$ cat src/rtl/uart_mmio_responder_pkg.sv
// Shared definitions for the UART MMIO window: addresses, status bit positions
// and the serializer state encoding.
package uart_mmio_responder_pkg;

  localparam logic [31:0] UART_BASE     = 32'h8000_0000;
  localparam logic [31:0] OFF_RX_STATUS = 32'h0;
  localparam logic [31:0] OFF_TX_STATUS = 32'h4;
  localparam logic [31:0] OFF_TX_DATA   = 32'h8;
  localparam logic [31:0] OFF_RX_DATA   = 32'hC;

  localparam logic [31:0] ADDR_RX_STATUS = UART_BASE + OFF_RX_STATUS;
  localparam logic [31:0] ADDR_TX_STATUS = UART_BASE + OFF_TX_STATUS;
  localparam logic [31:0] ADDR_TX_DATA   = UART_BASE + OFF_TX_DATA;
  localparam logic [31:0] ADDR_RX_DATA   = UART_BASE + OFF_RX_DATA;

  localparam int STAT_READY_BIT = 0;
  localparam int STAT_OVF_BIT   = 1;

  typedef enum logic [1:0] {
    SER_IDLE  = 2'd0,
    SER_START = 2'd1,
    SER_DATA  = 2'd2,
    SER_STOP  = 2'd3
  } ser_state_e;

endpackage

$ cat src/rtl/uart_mmio_responder_if.sv
// CPU bus strobes, RX receiver handshake and the TX line, grouped for the responder.
interface uart_mmio_responder_if;
  logic [31:0] Address;
  logic        WEUART;
  logic        REUART;
  logic [7:0]  WriteData;
  logic [31:0] ReadData;
  logic [7:0]  rx_data;
  logic        rx_valid;
  logic        rx_ready;
  logic        SerialOut;

  modport master (
    output Address, WEUART, REUART, WriteData, rx_data, rx_valid,
    input  ReadData, rx_ready, SerialOut
  );

  modport slave (
    input  Address, WEUART, REUART, WriteData, rx_data, rx_valid,
    output ReadData, rx_ready, SerialOut
  );
endinterface

$ cat src/rtl/uart_mmio_responder_fifo.sv
// Byte FIFO with extra-MSB pointers; head is visible combinationally so reads
// can return the byte being popped in the same cycle.
module uart_byte_fifo #(
  parameter int DEPTH = 4
) (
  input  logic       clk,
  input  logic       reset_n,
  input  logic       push_i,
  input  logic [7:0] din_i,
  input  logic       pop_i,
  output logic [7:0] head_o,
  output logic       full_o,
  output logic       empty_o
);
  localparam int AW = $clog2(DEPTH);

  logic [AW:0] wr_ptr_q, rd_ptr_q;
  logic [7:0]  mem_q [DEPTH];
  logic        push_ok, pop_ok;

  // Full/empty are pre-edge values: a push on a full FIFO is dropped even if a pop frees a slot.
  assign empty_o = (wr_ptr_q == rd_ptr_q);
  assign full_o  = (wr_ptr_q[AW] != rd_ptr_q[AW]) && (wr_ptr_q[AW-1:0] == rd_ptr_q[AW-1:0]);
  assign push_ok = push_i && !full_o;
  assign pop_ok  = pop_i && !empty_o;
  assign head_o  = mem_q[rd_ptr_q[AW-1:0]];

  always_ff @(posedge clk or negedge reset_n) begin
    if (!reset_n) begin
      wr_ptr_q <= '0;
      rd_ptr_q <= '0;
    end else begin
      if (push_ok) wr_ptr_q <= wr_ptr_q + (AW+1)'(1);
      if (pop_ok)  rd_ptr_q <= rd_ptr_q + (AW+1)'(1);
    end
  end

  always_ff @(posedge clk) begin
    if (push_ok) mem_q[wr_ptr_q[AW-1:0]] <= din_i;
  end
endmodule

$ cat src/rtl/uart_mmio_responder.sv
// UART MMIO responder: decodes the CPU window, buffers TX/RX bytes and drives
// an 8N1 serializer from the TX FIFO.
module uart_mmio_responder
  import uart_mmio_responder_pkg::*;
#(
  parameter int CLOCK_FREQ = 100_000_000,
  parameter int BAUD_RATE  = 115_200,
  parameter int TX_DEPTH   = 4,
  parameter int RX_DEPTH   = 4
) (
  input  logic                    clk,
  input  logic                    reset_n,
  uart_mmio_responder_if.slave    bus
);
  localparam int CLKS_PER_BIT = CLOCK_FREQ / BAUD_RATE;
  localparam int CNT_W        = (CLKS_PER_BIT > 1) ? $clog2(CLKS_PER_BIT) : 1;
  localparam logic [CNT_W-1:0] CNT_LAST = CNT_W'(CLKS_PER_BIT - 1);

  logic       tx_push, tx_pop, tx_full, tx_empty;
  logic [7:0] tx_head;
  logic       rx_pop, rx_full, rx_empty;
  logic [7:0] rx_head;
  logic       tx_ovf_q, rx_ovf_q;

  ser_state_e       state_q, state_d;
  logic [CNT_W-1:0] cnt_q, cnt_d;
  logic [2:0]       bit_idx_q, bit_idx_d;
  logic [7:0]       shift_q, shift_d;
  logic             bit_end, serial_out;

  assign tx_push = bus.WEUART && (bus.Address == ADDR_TX_DATA);
  assign rx_pop  = bus.REUART && (bus.Address == ADDR_RX_DATA);

  uart_byte_fifo #(.DEPTH(TX_DEPTH)) u_tx_fifo (
    .clk(clk), .reset_n(reset_n),
    .push_i(tx_push), .din_i(bus.WriteData), .pop_i(tx_pop),
    .head_o(tx_head), .full_o(tx_full), .empty_o(tx_empty)
  );

  uart_byte_fifo #(.DEPTH(RX_DEPTH)) u_rx_fifo (
    .clk(clk), .reset_n(reset_n),
    .push_i(bus.rx_valid), .din_i(bus.rx_data), .pop_i(rx_pop),
    .head_o(rx_head), .full_o(rx_full), .empty_o(rx_empty)
  );

  assign bus.rx_ready  = !rx_full;
  assign bus.SerialOut = serial_out;

  always_ff @(posedge clk or negedge reset_n) begin
    if (!reset_n) begin
      tx_ovf_q <= 1'b0;
      rx_ovf_q <= 1'b0;
    end else begin
      if (tx_push && tx_full)      tx_ovf_q <= 1'b1;
      if (bus.rx_valid && rx_full) rx_ovf_q <= 1'b1;
    end
  end

  always_comb begin
    bus.ReadData = '0;
    case (bus.Address)
      ADDR_RX_STATUS: begin
        bus.ReadData[STAT_READY_BIT] = !rx_empty;
        bus.ReadData[STAT_OVF_BIT]   = rx_ovf_q;
      end
      ADDR_TX_STATUS: begin
        bus.ReadData[STAT_READY_BIT] = !tx_full;
        bus.ReadData[STAT_OVF_BIT]   = tx_ovf_q;
      end
      ADDR_RX_DATA: if (!rx_empty) bus.ReadData[7:0] = rx_head;
      default: ;
    endcase
  end

  assign bit_end = (cnt_q == CNT_LAST);

  always_comb begin
    state_d    = state_q;
    cnt_d      = cnt_q;
    bit_idx_d  = bit_idx_q;
    shift_d    = shift_q;
    tx_pop     = 1'b0;
    serial_out = 1'b1;
    case (state_q)
      SER_IDLE: begin
        if (!tx_empty) begin
          tx_pop  = 1'b1;
          shift_d = tx_head;
          cnt_d   = '0;
          state_d = SER_START;
        end
      end
      SER_START: begin
        serial_out = 1'b0;
        if (bit_end) begin
          cnt_d     = '0;
          bit_idx_d = '0;
          state_d   = SER_DATA;
        end else begin
          cnt_d = cnt_q + CNT_W'(1);
        end
      end
      SER_DATA: begin
        serial_out = shift_q[0];
        if (bit_end) begin
          cnt_d   = '0;
          shift_d = {1'b0, shift_q[7:1]};
          if (bit_idx_q == 3'd7) state_d = SER_STOP;
          else                   bit_idx_d = bit_idx_q + 3'd1;
        end else begin
          cnt_d = cnt_q + CNT_W'(1);
        end
      end
      SER_STOP: begin
        if (bit_end) begin
          cnt_d = '0;
          // Chain straight into the next start bit so queued bytes leave without an idle gap.
          if (!tx_empty) begin
            tx_pop  = 1'b1;
            shift_d = tx_head;
            state_d = SER_START;
          end else begin
            state_d = SER_IDLE;
          end
        end else begin
          cnt_d = cnt_q + CNT_W'(1);
        end
      end
      default: state_d = SER_IDLE;
    endcase
  end

  always_ff @(posedge clk or negedge reset_n) begin
    if (!reset_n) begin
      state_q   <= SER_IDLE;
      cnt_q     <= '0;
      bit_idx_q <= '0;
      shift_q   <= '0;
    end else begin
      state_q   <= state_d;
      cnt_q     <= cnt_d;
      bit_idx_q <= bit_idx_d;
      shift_q   <= shift_d;
    end
  end
endmodule

$ cat src/flat_wrapper.sv
// flat-port wrapper written by rule: the top's interface ports become plain ports
module uart_mmio_responder_flat import uart_mmio_responder_pkg::*;
#(
  parameter int CLOCK_FREQ = 100_000_000,
  parameter int BAUD_RATE  = 115_200,
  parameter int TX_DEPTH   = 4,
  parameter int RX_DEPTH   = 4
)
  (clk, reset_n, bus_Address, bus_WEUART, bus_REUART, bus_WriteData, bus_rx_data, bus_rx_valid, bus_ReadData, bus_rx_ready, bus_SerialOut);
  uart_mmio_responder_if bus_i ();
  input  logic clk;
  input  logic reset_n;
  input wire logic [$bits(bus_i.Address)-1:0] bus_Address;
  input wire logic [$bits(bus_i.WEUART)-1:0] bus_WEUART;
  input wire logic [$bits(bus_i.REUART)-1:0] bus_REUART;
  input wire logic [$bits(bus_i.WriteData)-1:0] bus_WriteData;
  input wire logic [$bits(bus_i.rx_data)-1:0] bus_rx_data;
  input wire logic [$bits(bus_i.rx_valid)-1:0] bus_rx_valid;
  output wire logic [$bits(bus_i.ReadData)-1:0] bus_ReadData;
  output wire logic [$bits(bus_i.rx_ready)-1:0] bus_rx_ready;
  output wire logic [$bits(bus_i.SerialOut)-1:0] bus_SerialOut;
  assign bus_i.Address = bus_Address;
  assign bus_i.WEUART = bus_WEUART;
  assign bus_i.REUART = bus_REUART;
  assign bus_i.WriteData = bus_WriteData;
  assign bus_i.rx_data = bus_rx_data;
  assign bus_i.rx_valid = bus_rx_valid;
  assign bus_ReadData = bus_i.ReadData;
  assign bus_rx_ready = bus_i.rx_ready;
  assign bus_SerialOut = bus_i.SerialOut;
  uart_mmio_responder #(.CLOCK_FREQ(CLOCK_FREQ), .BAUD_RATE(BAUD_RATE), .TX_DEPTH(TX_DEPTH), .RX_DEPTH(RX_DEPTH)) u_core (.clk(clk), .reset_n(reset_n), .bus(bus_i));
endmodule
$ cat config.mk
export PLATFORM = sky130hd
export DESIGN_NAME = uart_mmio_responder_flat
export DESIGN_NICKNAME = d
export VERILOG_FILES = /design/src/rtl/uart_mmio_responder_pkg.sv /design/src/rtl/uart_mmio_responder_if.sv /design/src/rtl/uart_mmio_responder_fifo.sv /design/src/rtl/uart_mmio_responder.sv /design/src/flat_wrapper.sv
export SDC_FILE = /design/constraint.sdc
export NUM_CORES = 1
export LEC_CHECK = 0
export CAP_MARGIN = 20
export CORE_MARGIN = 2
export CORE_UTILIZATION = 57
export CTS_CLUSTER_SIZE = 12
export DETAILED_ROUTE_END_ITERATION = 6
export PLACE_DENSITY = 0.83
export SLEW_MARGIN = 15
export SYNTH_ARGS = -nofsm -noshare
export SYNTH_HDL_FRONTEND = slang
export SYNTH_HIERARCHICAL = 1
export SYNTH_SLANG_ARGS = --single-unit
$ cat constraint.sdc
create_clock -name clk -period 4 [get_ports clk]
set_input_delay 0.8 -clock clk [delete_from_list [all_inputs] [get_ports clk]]
set_output_delay 0.8 -clock clk [all_outputs]
set_load 0.02 [all_outputs]
Word level (Yosys, flattened, before mapping)
Memory sizes are Yosys's and may differ from the RTL's. Index checks and enable logic that the tools add are counted.

Flip-flop bits (word level): 37. Word-level logic and storage cells: 89. Bits in writable memories: 64. Memories: 2.

Memories: u_core.u_rx_fifo.mem_q (depth 4, bits a word 8, read ports 1, clocked after memory_dff 0, wr ports 1, line uart_mmio_responder_fifo.sv:18) `logic [7:0] mem_q [DEPTH];`; u_core.u_tx_fifo.mem_q (depth 4, bits a word 8, read ports 1, clocked after memory_dff 0, wr ports 1, line uart_mmio_responder_fifo.sv:18).

Muxes and demuxes: 29. Equality and inequality tests: 21. Add/sub/neg operators: 6. Reduce and logical (&&, ||, !) cells: 21.

Operator list (count): 32-bit == test (second input constant) (4); 8-bit 2-to-1 mux (4); 8-bit one-hot mux with 3 select lines (1); 10-bit 2-to-1 mux (2); 10-bit one-hot mux with 2 select lines (1); 3-bit by 1-bit adder with 3-bit output (second input constant) (5); 10-bit by 1-bit adder with 10-bit output (second input constant) (1); 10-bit == test (second input constant) (1); 1-bit logical AND (10); 2-bit 2-to-1 mux (5); 3-bit 2-to-1 mux (3); 2-bit by 1-bit != test with 1-bit output (second input constant) (4); 2-bit one-hot mux with 4 select lines (1); 1-bit 2-to-1 mux (7); 3-bit == test (2); 6-bit 2-to-1 mux (1); 2-bit one-hot mux with 3 select lines (1); 3-bit one-hot mux with 2 select lines (1); 5-bit AND reduction (1); 2-bit == test (2); 2-bit == test (second input constant) (2); 1-bit zero test (4); 2-bit != test (second input constant) (2); 1-bit one-hot mux with 2 select lines (2); other kinds (9) (10).

Depth between registers and ports, before layout
Gate-level depths: netlist (run 1).

Word-level depth: 6. Mapped depth: 8. Gate-level depth less buffers: 8.

By module
Netlist (run 1), hierarchy kept.

By module, submodules not included: uart_byte_fifo (area each 1629.1 µm², cells each 90, sequential area each 1111.1 µm², times used 2); uart_mmio_responder (area each 1771.7 µm², cells each 182, sequential area each 625.6 µm², times used 1).

Least setup slack after synthesis (run 1)
No wires, ideal clock.

Kind: input to output. From: input bus_Address[25]. To: output bus_ReadData[2]. Stages on the path: 4. Arrival: 1.979 ns. Setup slack: 1.221 ns. Data required time: 3.200 ns. Buffers on the path: 0. Path through: nor4b_1 nand4_1 nor4_1 and2_1.

Cells in the longest elaborated chain, start to end: 2.

Ends and longest elaborated chain: start: declaration (line flat_wrapper.sv:13) `input wire logic [$bits(bus_i.Address)-1:0] bus_Address;`; 32-bit == test (line uart_mmio_responder.sv:61) `case (bus.Address)`; 6-bit 2-to-1 mux (line uart_mmio_responder.sv:61); end: declaration (line flat_wrapper.sv:19) `output wire logic [$bits(bus_i.ReadData)-1:0] bus_ReadData;`.

Every way passes these cells.

Final worst setup path (run 1)
From: input bus_Address[26]. To: output bus_ReadData[3].

Same word-level chain as after synthesis.

==> run metrics, run 1 <==
status=completed; RePlAce Congestion=0.839; relative slew slack=around 47%; Final min period=between 3000 and 4000 ps; CP required=roughly 3200 ps; Post-Place Setup Slack=around 170 ps; Post-DRT Antenna Nets=0; Netlist cell types=48; worst setup margin=149 ps; WHS=roughly 470 ps; Detail Placement HPWL=just under 7000 microns; worst skew pair latency=around 370 ps; WP data arrival=just over 3000 ps; worst hold path type=reg2reg; FP Rows=34; initial antenna violation count=0; clock buffer depth=2; CTS sink count=101; chip width=roughly 100 microns; Power Total=between 2 and 2.5 mW; CP max FO=6; Post-CTS Setup Repair Bufs=0; Tot GR Track Use=20.5%; Slew Viols, Final=0; CTS tree=done; Vias/cell=5.70; DR vias=around 3100; Core Region=roughly 8600 sq um; final setup vio count=0; Max Freq=0.260 GHz; Residual DRC=0; design area=roughly 6000 sq um; worst slew pin tran=about 790 ps; LEAKAGE=around 2.3 nW; Clock Pin Slew Worst Setup and Hold Paths=about 90 ps; mean area per synthesized cell=between 10 and 15 sq um; Synth Area in Adders=under 10%; DRT iter0 DRCs=~230; number of synthesized flops with an enable pin=64; compound-cell area share of the yosys netlist=just under 7%; Max rail drop VDD=approximately 0.27 mV; Synth Flop Type=edfxtp_1; sequential share of the synthesized area=between 50 and 60%; CP Launch Type=primary input; number of global-route vias before repair=3111; Overflow after GRT=0; ys async rst share=a little over a third; Initial Util=around three fifths; largest net degree at the start of global routing=38; synth top area cells=edfxtp_1 38%, dfrtp_1 18%, mux4_2 7.2%, ha_1 4.5%, buf_4 3.6%; critical setup path kind=in2out; simple-gate share of the synthesized area=roughly a tenth; iteration count of the initial detailed-routing pass=4; yosys warns=6; final hold viol count=0; Synth-to-Final Area Change=16.6%; port bufs=between 60 and 70; IO Pins=87; cell count after synthesis=362; first-pass GRT wire length=between 15000 and 20000 microns; final WL=~9500 microns; Synth area leader=edfxtp_1; commonest cells in the netlist=64 x edfxtp_1, 37 x dfrtp_1, 24 x buf_4; period utilisation layout=between 90% and 100%; RSZ-0062 raised after global routing=no; setup TNS=0 ps; Avg WL per Cell=17.4 microns; Max-Cap Viols=0; fraction of layout cells with a size suffix above 1=15.3%; Cell Area, Synth=between 5000 and 6000 sq um; Synth Area in XOR/XNOR=between 5 and 6%; H-tree levels=3; Hold Buf Count CTS=0; Fillers=610; main combinational cell family by area after synthesis=multiplexers; Final nets=just over 500; root buf cell=clkbuf_8; Clock Skew=12.7 ps; most frequent cell after synthesis=edfxtp_1; PwrDens=approximately 370 nW/um^2; Post-DP Area=5690 sq um; post-CTS resize count=0; CP Capture Type=output pin; chip height=97.9 microns; cts bufs inserted=9; Synth Register Bits=roughly 100; post-synthesis mux area share=between 10 and 15%; number of diodes=0; post-synth top area share=38.2%; DIE AREA=between 9000 and 10000 sq um
==> flip-flops by register name, summed over array words and instances, names as in the netlist <==
register and cells:
u_core/u_rx_fifo/rd_ptr_q 3, u_core/u_tx_fifo/wr_ptr_q 3, u_core/bit_idx_q 3, u_core/shift_q 8, u_core/u_rx_fifo/wr_ptr_q 3, u_core/tx_ovf_q 1, u_core/rx_ovf_q 1, u_core/cnt_q 10
u_core/u_tx_fifo/mem_q 32, u_core/state_q 2, u_core/u_tx_fifo/rd_ptr_q 3, u_core/u_rx_fifo/mem_q 32
==> power breakdown <==
group	leakage (nW)	switching, mW	total, mW	internal, mW
Sequential	1.09	0.0461	1.24	1.19
Combinational	1.11	0.190	0.326	0.135
Clock	0.0849	0.352	0.587	0.235
Total	2.28	0.589	2.15	1.56
==> cell families after synthesis <==
family                   count (synthesis)
AND/OR/NAND/NOR                         90
adder cells (fa/ha/maj)                 18
other                                    1
XOR/XNOR                                26
multiplexers                            33
AO/OA/AOI/OAI                           47
flip-flops                             101
buffers and inverters                   46
==> placed cells by master (no fill, tap or decap), types with 2 or more instances in the layout <==
cell type        instances
nand2b_1                 4
xor2_2                   4
nor2b_1                  3
a21boi_0                 2
conb_1                  24
clkbuf_1                 2
clkdlybuf4s50_1         61
nor4b_1                  3
o31ai_1                 11
nand3_1                  6
inv_6                    3
inv_1                   16
xnor2_1                 15
o21ai_0                  3
mux4_2                  16
ha_1                    18
nor3_1                  11
and2_1                   6
nand2_1                 12
nor4_1                   9
and4b_2                  2
and3_1                  10
a31oi_2                  2
edfxtp_1                64
a211oi_1                 4
mux2_2                  16
clkbuf_8                 9
nand4_1                  5
buf_4                    6
dfrtp_1                 37
a21oi_1                 12
a211o_1                  4
xor2_1                   7
nor2_1                  14
==> final timing paths <==
| kind | cells past startpoint | to | from | slack [ps] |
|---|---|---|---|---|
| setup / recovery | 7 | bus_ReadData[3] | bus_Address[26] | 150 |
| hold / removal | 1 | u_core/rx_ovf_q$_DFFE_PN0P_ | u_core/rx_ovf_q$_DFFE_PN0P_ | 470 |
| setup reg to reg | 6 | u_core/state_q[1]$_DFFE_PN0P_ | u_core/u_tx_fifo/rd_ptr_q[1]$_DFFE_PN0P_ | 1440 |
| hold reg to reg | 1 | u_core/rx_ovf_q$_DFFE_PN0P_ | u_core/rx_ovf_q$_DFFE_PN0P_ | 470 |
| max in group asynchronous | 1 | u_core/u_tx_fifo/wr_ptr_q[0]$_DFFE_PN0P_ | reset_n | 2980 |
| min in group asynchronous | 1 | u_core/cnt_q[4]$_DFFE_PN0P_ | reset_n | 510 |
==> metrics by stage <==
| stage | utilization [%] | std cells |
|---|---|---|
| CTS | 67.9 | 547 |
| detailed placement | 65.9 | 531 |
| finish | 67.9 | 547 |
| global placement | 65.9 | 531 |
| floorplan | - | 385 |
| global route | 67.9 | 547 |
==> routing by layer <==
layer | GRT usage [%] | wire, microns | part of all wire [%]
met3 | 3.44 | 366 | 3.8
met5 | 0 | 0 | 0
met1 | 27.7 | 4250 | 45
met4 | 6.73 | 143 | 1.5
met2 | 34.3 | 4780 | 50
==> final cells by class <==
| class | instances | area [sq um] | area share [%] |
|---|---|---|---|
| clock buffers | 11 | 131 | 2.24 |
| clock inverters | 5 | 42.5 | 0.725 |
| inverters | 16 | 60.1 | 1.02 |
| multi-input cells | 238 | 1990 | 33.9 |
| flip-flops and latches | 101 | 2850 | 48.5 |
| well taps | 108 | 135 | 2.30 |
| repair buffers | 68 | 661 | 11.3 |
==> critical path, stage by stage <==
cell	delay, ps
clkdlybuf4s50_1	400
nor4_1	300
nand4_1	270
nor4_1	330
buf_4	200
and2_1	140
clkdlybuf4s50_1	620
Power figures use the tool's default switching activity.
==> run 2: changes to the inputs <==
--- a/config.mk
+++ b/config.mk
@@ -10,7 +10,7 @@
 export CORE_UTILIZATION = 57
 export CTS_CLUSTER_SIZE = 12
 export DETAILED_ROUTE_END_ITERATION = 6
-export PLACE_DENSITY = 0.83
+export PLACE_DENSITY_LB_ADDON = 0.3
 export SLEW_MARGIN = 15
 export SYNTH_ARGS = -nofsm -noshare
 export SYNTH_HDL_FRONTEND = slang
==> run 2 against run 1 <==
Effect of this change:
- critical endpoint is now bus_ReadData[2]
- power increased by 0.27%
- largest cell class unchanged
- final cell count grew 0.18%
- fmax grew 0.86%
- register-to-register slack improved by 290 ps
==> run metrics, run 2 (synthesis results as in run 1) <==
Reg power frac=57.3%; switching share of power=~28%; initial antenna violation count=0; Initial Util=58.2%; Final min period=roughly 3800 ps; worst slew pin tran=828 ps; CP Launch Type=primary input; final hold viol count=0; post-CTS resize count=0; setup TNS=0 ps; CP Capture Type=output pin; CTS tree=done; WHS=between 500 and 600 ps; commonest non-fill, non-tap cell in the layout=edfxtp_1; CP max FO=6; WP data arrival=3020 ps; Clock Skew=approximately 12 ps; Clock power frac=between 20 and 30%; Core Region=roughly 8600 sq um; Max-Cap Viols=0; Clock Pin Slew Worst Setup and Hold Paths=100 ps; relative slew slack=between 40 and 50%; chip width=just under 100 microns; Vias/cell=approximately 5.6; Overflow after GRT=0; CP required=about 3200 ps; Residual DRC=0; iteration count of the initial detailed-routing pass=4; final WL=slightly above 9000 microns; largest net degree at the start of global routing=38; PwrDens=366 nW/um^2; Post-DRT Antenna Nets=0; most frequent cells in the layout=64 x edfxtp_1, 61 x clkdlybuf4s50_1, 37 x dfrtp_1; chip height=slightly below 100 microns; Fillers=~630; critical setup path kind=in2out; final setup vio count=0; RePlAce Congestion=0.847; status=completed; DIE AREA=9590 sq um; Post-CTS Setup Repair Bufs=0; Hold Buf Count CTS=0; combinational share of power=~15%; IO Pins=87; number of diodes=0; root buf cell=clkbuf_8; RSZ-0062 raised after global routing=no; first-pass GRT wire length=15300 microns; R2R setup slack=about 1700 ps; period utilisation layout=95.5%; number of global-route vias before repair=about 3200; port bufs=between 60 and 70; DRT iter0 DRCs=between 150 and 200; worst skew pair latency=370 ps; Max Freq=0.262 GHz; GR Layer Usage met1=approximately 27%; GRT busiest layer=met2; routing usage on met3=between 3 and 4%; Avg WL per Cell=around 17 microns; Tot GR Track Use=between 20% and 30%; worst hold path type=reg2reg; Final nets=506; Synth-to-Final Area Change=17.2%; LEAKAGE=~2.3 nW; clock buffer depth=2; fraction of layout cells with a size suffix above 1=between 10% and 20%; grt met2 use=between 30% and 40%; cts bufs inserted=9; H-tree levels=3; CTS sink count=101; Slew Viols, Final=0; Detail Placement HPWL=~6800 microns; Max rail drop VDD=0.276 mV; DR vias=around 3100; switching power=roughly 590 uW; Int Pwr=between 1.5 and 2 mW; FP Rows=34
## run 2: changes by cell type in the layout (fill, tap and decap cells not counted), sizes merged
cell / previous run / this run
buf: 7 / 8
clkbuf: 11 / 9
clkinv: 1 / 3
## run 2: path summary, 6_finish.rpt
kind | cells after the start | startpoint | to
worst min-delay path | 1 | u_core/rx_ovf_q$_DFFE_PN0P_ | u_core/rx_ovf_q$_DFFE_PN0P_
max in group asynchronous | 1 | reset_n | u_core/cnt_q[4]$_DFFE_PN0P_
worst max-delay path | 7 | bus_Address[18] | bus_ReadData[2]
worst min register to register | 1 | u_core/rx_ovf_q$_DFFE_PN0P_ | u_core/rx_ovf_q$_DFFE_PN0P_
min in group asynchronous | 1 | reset_n | u_core/rx_ovf_q$_DFFE_PN0P_
worst max register to register | 8 | u_core/cnt_q[0]$_DFFE_PN0P_ | u_core/u_tx_fifo/rd_ptr_q[1]$_DFFE_PN0P_
## run 2: power groups by stage
stage               clock network [mW]  registers [mW]  logic (mW)
floorplan                            0            1.25       0.212
global placement                     0            1.25       0.309
detailed placement                   0            1.26       0.320
CTS                              0.615            1.24       0.322
global route                     0.656            1.24       0.357
finish                           0.597            1.24       0.323
## run 2: layout make-up
| type | instances | area [sq um] | area share [%] |
|---|---|---|---|
| clock buffer | 9 | 124 | 2.10 |
| clock inverter | 7 | 57.6 | 0.977 |
| inverter | 16 | 60.1 | 1.02 |
| multi-input combinational | 238 | 2000 | 33.9 |
| sequential | 101 | 2850 | 48.3 |
| tap | 108 | 135 | 2.29 |
| timing repair buffer | 69 | 668 | 11.3 |
## run 2: critical path: stages
cell	delay [ps]
clkdlybuf4s50_1	430
nor4_2	320
nand4_1	250
nor4_2	310
buf_4	180
and2_1	120
clkdlybuf4s50_1	600
## run 2: through the flow
stage	cells	power (mW)	util [%]	worst slack [ps]	cell area, sq um
after floorplan	385	1.46	-	1220	5120
after global placement	532	1.56	66.0	101	5700
after detailed placement	532	1.58	66.0	109	5700
after CTS	548	2.17	68.1	101	5880
after global routing	548	2.26	68.2	2.04	5890
final	548	2.16	68.2	182	5890
## run 2: per-layer routing
| layer | vias to the layer above | part of all wire, % |
|---|---|---|
| met5 | - | 0 |
| met4 | 0 | 1.6 |
| met3 | 12 | 7.2 |
| met2 | 103 | 50 |
| met1 | 1496 | 41 |
| li1 | 1461 | - |
==> run 3: changes to the inputs <==
--- a/config.mk
+++ b/config.mk
@@ -11,6 +11,7 @@
 export CTS_CLUSTER_SIZE = 12
 export DETAILED_ROUTE_END_ITERATION = 6
 export PLACE_DENSITY_LB_ADDON = 0.3
+export REMOVE_ABC_BUFFERS = 1
 export SLEW_MARGIN = 15
 export SYNTH_ARGS = -nofsm -noshare
 export SYNTH_HDL_FRONTEND = slang
==> run 3 against run 2 <==
Effect of this change:
- clock power grew 5.9%
- clock skew down 0.59 ps
- fmax is 2.9% higher
- setup slack better by 110 ps
- power increased by 1.8%
- combinational power barely moved
- highest routed layer unchanged
==> run metrics, run 3 (synthesis results as in run 1) <==
switching power=619 uW; CP max FO=6; delay of the slowest critical-path stage=approximately 600 ps; Final min period=~3700 ps; DR vias=between 3000 and 4000; Synth-to-Final Area Change=17.5%; FP Rows=34; final WL=roughly 9500 microns; worst slew pin tran=851 ps; Tot GR Track Use=20.6%; relative slew slack=around 43%; final hold viol count=0; DRT iter0 DRCs=154; clock buffer depth=2; critical setup path kind=in2out; Power Total=around 2.2 mW; period utilisation layout=between 90 and 100%; Core Region=8640 sq um; root buf cell=clkbuf_8; Detail Placement HPWL=~7000 microns; CTS tree=done; status=completed; LEAKAGE=approximately 2.3 nW; final setup vio count=0; CP required=roughly 3200 ps; Post-DP Area=approximately 5700 sq um; most frequent cells in the layout=64 x edfxtp_1, 61 x clkdlybuf4s50_1, 37 x dfrtp_1; port bufs=62; Placed Cells=between 500 and 600; worst skew pair latency=approximately 360 ps; chip width=between 90 and 100 microns; setup TNS=0 ps; H-tree levels=3; CP Capture Type=output pin; iteration count of the initial detailed-routing pass=4; Overflow after GRT=0; Hold Buf Count CTS=0; non-filler instance count after layout=roughly 550; Max rail drop VDD=slightly below 0.4 mV; design area=approximately 6000 sq um; largest net degree at the start of global routing=38; switching share of power=approximately 28%; worst hold path type=reg2reg; Vias/cell=about 5.6; number of diodes=0; Residual DRC=0; cts bufs inserted=9; first-pass GRT wire length=approximately 16000 microns; fraction of layout cells with a size suffix above 1=16.1%; Reg power frac=a little under three fifths; chip height=around 98 microns; Clock power frac=about 29%; Post-Route Utilization=about two thirds; commonest non-fill, non-tap cell in the layout=edfxtp_1; Clock Pin Slew Worst Setup and Hold Paths=90 ps; RePlAce Congestion=0.823; DIE AREA=between 9000 and 10000 sq um; PwrDens=371 nW/um^2; initial antenna violation count=0; Avg WL per Cell=between 15 and 20 microns; Max Freq=0.269 GHz; Int Pwr=between 1.5 and 2 mW; Slew Viols, Final=0; CP Cell Sequence=clkdlybuf4s50_1 -> nor4_1 -> nand4_1 -> nor4_1 -> buf_4 -> and2_1 -> clkdlybuf4s50_1; Max-Cap Viols=0; Clock Skew=about 12 ps; combinational share of power=between 10% and 20%; CTS sink count=approximately 100; post-CTS resize count=0; IO Pins=87; Initial Util=between 50% and 60%; RSZ-0062 raised after global routing=no; Post-DRT Antenna Nets=0; Post-CTS Setup Repair Bufs=0; number of global-route vias before repair=about 3200; CP Launch Type=primary input; WP data arrival=2910 ps; CP max stage cell=clkdlybuf4s50_1; Final nets=507
[run 3: cell count changes in the layout (fill, tap and decap cells not counted)]
| cell | previous run | this run |
|---|---|---|
| inv_6 | 2 | 1 |
| clkinv_1 | 1 | 0 |
| clkinv_8 | 0 | 2 |
| buf_4 | 7 | 8 |
| clkinv_4 | 2 | 1 |
| nor4_2 | 2 | 0 |
| nor4_1 | 7 | 9 |
| inv_8 | 1 | 2 |
[run 3: critical path, delay by kind of cell]
| family | cells | cell delay (ps) |
|---|---|---|
| buffers and inverters | 3 | 1190 |
| AND/OR/NAND/NOR | 4 | 920 |
[run 3: final timing paths]
kind	start	end	slack [ps]	cells past startpoint
setup / recovery	bus_Address[1]	bus_ReadData[3]	290	7
hold / removal	u_core/rx_ovf_q$_DFFE_PN0P_	u_core/rx_ovf_q$_DFFE_PN0P_	490	1
setup reg to reg	u_core/cnt_q[0]$_DFFE_PN0P_	u_core/u_tx_fifo/rd_ptr_q[2]$_DFFE_PN0P_	1600	7
hold reg to reg	u_core/rx_ovf_q$_DFFE_PN0P_	u_core/rx_ovf_q$_DFFE_PN0P_	490	1
max in group asynchronous	reset_n	u_core/rx_ovf_q$_DFFE_PN0P_	2920	1
min in group asynchronous	reset_n	u_core/bit_idx_q[0]$_DFFE_PN0P_	540	1
[run 3: cell type report]
type / count / area [sq um]
inverter: 16 / 60.1
sequential: 101 / 2850
clock buffer: 9 / 124
clock inverter: 7 / 80.1
fill: 614 / 2730
tap: 108 / 135
multi-input combinational: 238 / 1990
timing repair buffer: 70 / 676
[run 3: power by group through the flow]
stage	Combinational, mW	Clock (mW)	Sequential, mW
6_report	0.324	0.632	1.24
2_1_floorplan	0.194	0	1.25
5_1_grt	0.353	0.696	1.25
4_1_cts	0.324	0.649	1.24
3_5_place_dp	0.318	0	1.26
3_3_place_gp	0.316	0	1.25
[run 3: metal layers]
metal,track usage (%),part of all wire [%],up-vias
met4,5.13,0.77,0
li1,-,-,1463
met3,3.72,4.0,6
met5,0,0,-
met1,27.8,43,1532
met2,35.0,52,79
[run 3: metrics by stage]
stage | hold slack, ps | setup WS, ps
3_3_place_gp | 451 | 327
3_5_place_dp | 480 | 274
2_1_floorplan | 427 | 1220
4_1_cts | 503 | 262
5_1_grt | 523 | 111
6_report | 491 | 289
